## src/rtl/link_pkg.sv

```systemverilog
// Shared types and constants for the inter-node link receiver.
package link_pkg;

  localparam int unsigned LINK_WIDTH = 32;

  typedef enum logic [1:0] {
    IDLE     = 2'd0,
    SHIFT    = 2'd1,
    WAIT_END = 2'd2
  } linkState_t;

endpackage

```

## src/rtl/bit_sync.sv

```systemverilog
// Multi-flop synchroniser for one asynchronous input bit.
module bit_sync #(
  parameter int unsigned STAGES    = 2,
  parameter logic        RESET_VAL = 1'b0
) (
  input  logic clk,
  input  logic reset,
  input  logic d,
  output logic q
);

  logic [STAGES-1:0] chain;

  // Shift the async input through the flop chain.
  always_ff @(posedge clk or posedge reset) begin
    if (reset) chain <= {STAGES{RESET_VAL}};
    else       chain <= {chain[STAGES-2:0], d};
  end

  assign q = chain[STAGES-1];

endmodule

```

## src/rtl/spi_link_receiver.sv

```systemverilog
// Oversampling SPI-style frame deserialiser with valid/ready output buffer.
module spi_link_receiver
  import link_pkg::*;
#(
  parameter int unsigned WIDTH       = LINK_WIDTH,
  parameter int unsigned SYNC_STAGES = 2
) (
  input  logic             clk,
  input  logic             reset,
  input  logic             ser_clk,
  input  logic             ser_cs,
  input  logic             ser_data,
  output logic [WIDTH-1:0] word_out,
  output logic             word_valid,
  input  logic             word_ready,
  output logic             frame_err,
  output logic             overrun
);

  localparam int unsigned CNT_W = $clog2(WIDTH + 1);
  localparam logic [CNT_W-1:0] LAST_BIT = CNT_W'(WIDTH - 1);

  logic clkSync, csSync, dataSync;
  logic clkHist, csHist, dataHist;
  logic clkRise, csRise, csFall;

  linkState_t       state, stateNext;
  logic [CNT_W-1:0] bitCnt, bitCntNext;
  logic [WIDTH-1:0] shiftReg, shiftNext;
  logic             commit, abort;

  bit_sync #(.STAGES(SYNC_STAGES), .RESET_VAL(1'b0)) uClkSync (
    .clk(clk), .reset(reset), .d(ser_clk), .q(clkSync)
  );
  bit_sync #(.STAGES(SYNC_STAGES), .RESET_VAL(1'b1)) uCsSync (
    .clk(clk), .reset(reset), .d(ser_cs), .q(csSync)
  );
  bit_sync #(.STAGES(SYNC_STAGES), .RESET_VAL(1'b0)) uDataSync (
    .clk(clk), .reset(reset), .d(ser_data), .q(dataSync)
  );

  // History flops and registered edge strobes; dataHist stays aligned with
  // the clkRise strobe so the shift samples the bit that matched that edge.
  always_ff @(posedge clk or posedge reset) begin
    if (reset) begin
      clkHist  <= 1'b0;
      csHist   <= 1'b1;
      dataHist <= 1'b0;
      clkRise  <= 1'b0;
      csRise   <= 1'b0;
      csFall   <= 1'b0;
    end else begin
      clkHist  <= clkSync;
      csHist   <= csSync;
      dataHist <= dataSync;
      clkRise  <= clkSync & ~clkHist;
      csRise   <= csSync & ~csHist;
      csFall   <= ~csSync & csHist;
    end
  end

  // FSM state, bit counter and shift register.
  always_ff @(posedge clk or posedge reset) begin
    if (reset) begin
      state    <= IDLE;
      bitCnt   <= '0;
      shiftReg <= '0;
    end else begin
      state    <= stateNext;
      bitCnt   <= bitCntNext;
      shiftReg <= shiftNext;
    end
  end

  // Next-state, shift and commit/abort decisions.
  always_comb begin
    stateNext  = state;
    bitCntNext = bitCnt;
    shiftNext  = shiftReg;
    commit     = 1'b0;
    abort      = 1'b0;
    unique case (state)
      IDLE: begin
        if (csRise) begin
          stateNext  = SHIFT;
          bitCntNext = '0;
          shiftNext  = '0;
        end
      end
      SHIFT: begin
        if (csFall) begin
          abort     = 1'b1;
          stateNext = IDLE;
        end else if (clkRise) begin
          shiftNext  = {shiftReg[WIDTH-2:0], dataHist};
          bitCntNext = bitCnt + 1'b1;
          if (bitCnt == LAST_BIT) stateNext = WAIT_END;
        end
      end
      WAIT_END: begin
        if (clkRise) begin
          abort     = 1'b1;
          stateNext = IDLE;
        end else if (csFall) begin
          commit    = 1'b1;
          stateNext = IDLE;
        end
      end
      default: stateNext = IDLE;
    endcase
  end

  // Output buffer with overrun detection and one-cycle status pulses.
  always_ff @(posedge clk or posedge reset) begin
    if (reset) begin
      word_out   <= '0;
      word_valid <= 1'b0;
      frame_err  <= 1'b0;
      overrun    <= 1'b0;
    end else begin
      frame_err <= abort;
      overrun   <= 1'b0;
      if (commit) begin
        if (!word_valid || word_ready) begin
          word_out   <= shiftReg;
          word_valid <= 1'b1;
        end else begin
          overrun <= 1'b1;
        end
      end else if (word_ready) begin
        word_valid <= 1'b0;
      end
    end
  end

endmodule

```

## config.mk

```make
export PLATFORM = sky130hd
export DESIGN_NAME = spi_link_receiver
export DESIGN_NICKNAME = d
export VERILOG_FILES = /design/src/rtl/link_pkg.sv /design/src/rtl/bit_sync.sv /design/src/rtl/spi_link_receiver.sv
export SDC_FILE = /design/constraint.sdc
export NUM_CORES = 1
export LEC_CHECK = 0
export ABC_AREA = 1
export CAP_MARGIN = 20
export CORE_UTILIZATION = 65
export CTS_CLUSTER_SIZE = 28
export DETAILED_ROUTE_END_ITERATION = 16
export DONT_BUFFER_PORTS = 1
export PLACE_DENSITY_LB_ADDON = 0.08
export SETUP_SLACK_MARGIN = 0.5
export SYNTH_ARGS = -nofsm -noshare
export SYNTH_HDL_FRONTEND = slang
export SYNTH_HIERARCHICAL = 1
export SYNTH_SLANG_ARGS = --single-unit
```

## constraint.sdc

```tcl
create_clock -name clk -period 6.3 [get_ports clk]
set_input_delay 0.315 -clock clk [delete_from_list [all_inputs] [get_ports clk]]
set_output_delay 0.315 -clock clk [all_outputs]
set_load 0.05 [all_outputs]
```

==> results.md <==
STA:
- The worst path uses just under 40% of the clock period.
- Setup violations remaining at the end of the flow were counted as 0.
- The transition time at the pin with the least slew margin is 0.980 ns.
- Setup total negative slack on the finished layout was measured at 0 ns.
- The count of endpoints failing hold in the final timing report is 0.
- The highest clock frequency the design can meet is roughly 0.4 GHz.
- Setup repair after global routing left no endpoint under its margin.
- The maximum clock skew at final layout is 0.00748 ns.
- Headroom to the max-slew limit came out at between 30 and 40%.
- The minimum period implied by the final worst setup slack is 2.44 ns.
- The max-slew violation total from the final report came to 0.
- The minimum setup slack in the final design is 3.86 ns.

Global route:
- The number of global-route vias before repair is roughly 2.0k.
- Global routing finished with a remaining overflow of 0.
- The global-route wire length before repair is 9140 microns.
- The maximum number of pins on one net before global-route repair is 82.
- The total global routing track utilization is 23.1%.
- The initial antenna violation count was 0.

Worst hold path:
- The min-delay analysis places its worst path in the category in -> reg.
- The startpoint identified for the worst hold timing path is word_ready.

Final layout:
- The post-route netlist has 8.21% of its cells at a drive strength greater than 1.
- The design area is 3630 sq um.
- The number of antenna diodes in the final layout is 0.
- The non-filler instance count after layout is 408.
- The relative area change from synthesis to final layout is 8.13%.
- In the final design database the tool counted 346 nets.

Die:
- The initial core utilization is 69.2%.
- The number of primary I/O pins is 41.
- The die outline height is 73.8 microns.
- The overall die area is 5450 sq um.
- The region available for standard cell placement spans 4850 sq um.
- The number of rows created at floorplan is 25.
- The horizontal die dimension is 73.8 microns.

Pwr:
- The peak supply drop is 232 uV.
- The power per cell area is 339 nW/um^2.
- The total design power is between 1000 and 1500 uW.
- The analysis attributes to cell leakage a power of 0.00167 uW.

Routing:
- The DRC marker count from the first detailed-route iteration is 175.
- In the final routed layout, each cell accounts on average for around 13 microns.
- The detailed-route wire length is 5450 microns.
- The total DRC errors in the routed layout is 0.
- After detailed routing, the number of vias per cell comes to 5.34.
- The routed wire length on met2 is ~2500 microns.
- The routed layout has 2177 vias.
- The uppermost metal layer occupied by signal nets is met4.
- The routed wire length on met3 is 217 microns.
- The remaining antenna violation count after routing is 0.
- For this block, wires on met1 add up to 2630 microns.
- The number of iterations in the first detailed-routing pass is 4.

Logic synthesis:
- The post-synthesis instance total is 332.
- The netlist area before placement is 3350 sq um.
- The number of nets in the synthesized netlist is about 340.
- Dividing the synthesized area by the synthesized cell count gives 10.1 sq um.
- The number of warning messages in the yosys log is 6.
- The sequential element share of the synthesized area is 65.0%.
- The number of different library cells used by synthesis comes to 24.
- The synthesized design contains 87 register bits.

Placement:
- After detailed placement, the total cell area comes to 3360 sq um.
- The weighted congestion at the end of routability-driven global placement is around 0.8.
- The final HPWL from detailed placement is 3480 microns.
- The number of I/O port buffers is 0.
- The placement-stage worst setup slack is 3.28 ns.
- After detailed placement, the design holds a cell count of ~390.

CTS:
- The clock net sink count is a little under 90.
- The worst-case clock buffer depth is 2.
- The clock transition at the registers of the reported paths is 0.08 ns.
- The later pin in the worst-skew pair is clocked with a latency of 0.35 ns.
- The post-cts resize count is 0.
- The cell sitting at the root of the clock tree is a clkbuf_8.
- The CTS buffer count is 9.
- The total setup buffers inserted after CTS is 0.
- The clock tree synthesis step divided the H-tree into 3 levels.
- The CTS tree is built.

Run:
- The number of violations of the max-capacitance limit is 0.

Critical path:
- The critical setup path kind is reg -> reg.
- In this run the worst setup path begins at state[1].
- The data required time at the worst endpoint is 6.57 ns.
- The worst register-to-register path begins at state[1].
- The data arrival time of the critical path is 2.71 ns.
- STA classifies the critical path endpoint as a flip-flop.
- The startpoint type of the worst setup path is a flip-flop.
- Along the worst path, the maximum fanout reaches 50.

Run status:
- The run finished with clean final reports.
## critical path, stage by stage (launching register included)
cell and delay (ns):
dfrtp_1 0.39, inv_1 0.10, ha_1 0.78, inv_2 0.14, nor2_4 0.19, inv_2 0.06
a21oi_4 0.22, buf_12 0.24, nand3_1 0.10, o21ai_0 0.12
## where the power goes
part | internal (uW) | switching (uW) | leakage [uW]
registers | 583 | 39.7 | 0.00118
clock network | 164 | 181 | 0.0000894
logic | 73.7 | 188 | 0.000394
total | 820 | 408 | 0.00167
## logic make-up (layout without fill, tap and decap cells)
logic type | after synthesis | count (layout) | share of synthesized area (%)
buffers and inverters | 69 | 78 | 8.73
and+or+nand+nor | 97 | 97 | 12.6
AOI/OAI and AO/OA | 75 | 75 | 12.2
adders and majority gates | 4 | 4 | 1.49
DFF | 87 | 87 | 65.0
## final timing paths
kind                                       to  slack (ns)  depth (start not counted)
min reg2reg                uDataSync/chain[1]        0.36                          0
max                              shiftReg[17]        3.86                          9
min in group asynchronous   uClkSync/chain[1]        0.29                          2
min                                word_valid        0.16                          3
max in group asynchronous              csHist        5.19                          4
max reg2reg                      shiftReg[17]        3.86                          9
## layout make-up
type	count	area (sq um)
Clock inverter	3	17.5
Fill cell	383	1220
Inverter	53	200
Timing Repair Buffer	9	105
Multi-Input combinational cell	176	880
Clock buffer	13	159
Tap cell	67	83.8
Sequential cell	87	2180
## synthesized netlist by cell type
| master | n | area share [%] |
|---|---|---|
| a21oi_1 | 1 | 0.15 |
| a21oi_4 | 1 | 0.49 |
| and2_1 | 1 | 0.19 |
| buf_1 | 1 | 0.11 |
| buf_2 | 3 | 0.45 |
| buf_4 | 2 | 0.45 |
| buf_6 | 3 | 1.0 |
| clkbuf_1 | 7 | 0.78 |
| dfrtp_1 | 84 | 63 |
| dfstp_2 | 3 | 2.4 |
| ha_1 | 4 | 1.5 |
| inv_1 | 50 | 5.6 |
| inv_2 | 3 | 0.34 |
| nand2_1 | 57 | 6.4 |
| nand3_1 | 26 | 3.9 |
| nand4_1 | 4 | 0.75 |
| nor2_1 | 6 | 0.67 |
| nor2_4 | 1 | 0.34 |
| nor4_1 | 1 | 0.19 |
| o211ai_1 | 1 | 0.22 |
| o21ai_0 | 58 | 8.7 |
| o21bai_1 | 1 | 0.22 |
| o22ai_1 | 13 | 2.4 |
| or2_2 | 1 | 0.19 |
## per-stage QoR
stage,hold slack [ns],util [%]
after floorplan,0.0562,-
after global placement,0.0581,69.3
after detailed placement,0.0621,69.3
after CTS,0.153,73.8
after global routing,0.184,74.8
final,0.160,74.8
## timing repair
| item | in CTS | in global routing |
|---|---|---|
| hold buffers | 4 | 1 |
| endpoints found under the hold margin | 9 | 33 |
| endpoints found under the setup margin | 0 | 0 |
## registers in the layout (all words and copies together) (netlist names)
register,count
clkHist,1
csRise,1
csHist,1
frame_err,1
shiftReg,32
word_valid,1
bitCnt,6
overrun,1
clkRise,1
uClkSync/chain,2
csFall,1
dataHist,1
word_out,32
uCsSync/chain,2
uDataSync/chain,2
state,2
## routing by layer
metal  vias up  global-route usage (%)
li1       1072                       -
met1      1035                    30.5
met5         -                       0
met4         0                    13.7
met3        16                    5.49
met2        54                    35.2
## cell usage in the layout (no fill, tap or decap)
master         instances
dfrtp_1               84
o21ai_0               58
nand2_1               57
inv_1                 49
nand3_1               26
o22ai_1               13
clkbuf_8              11
nor2_1                 6
dlygate4sd3_1          5
nand4_1                4
ha_1                   4
inv_2                  3
clkinv_2               3
dfstp_2                3
clkbuf_1               2
buf_12                 2
buf_4                  2
nor2_4                 1
a21oi_4                1
and2_1                 1
nor4_1                 1
o211ai_1               1
or2_2                  1
o21bai_1               1
a21oi_1                1
clkinvlp_4             1
(Power assumes the default switching activity.)
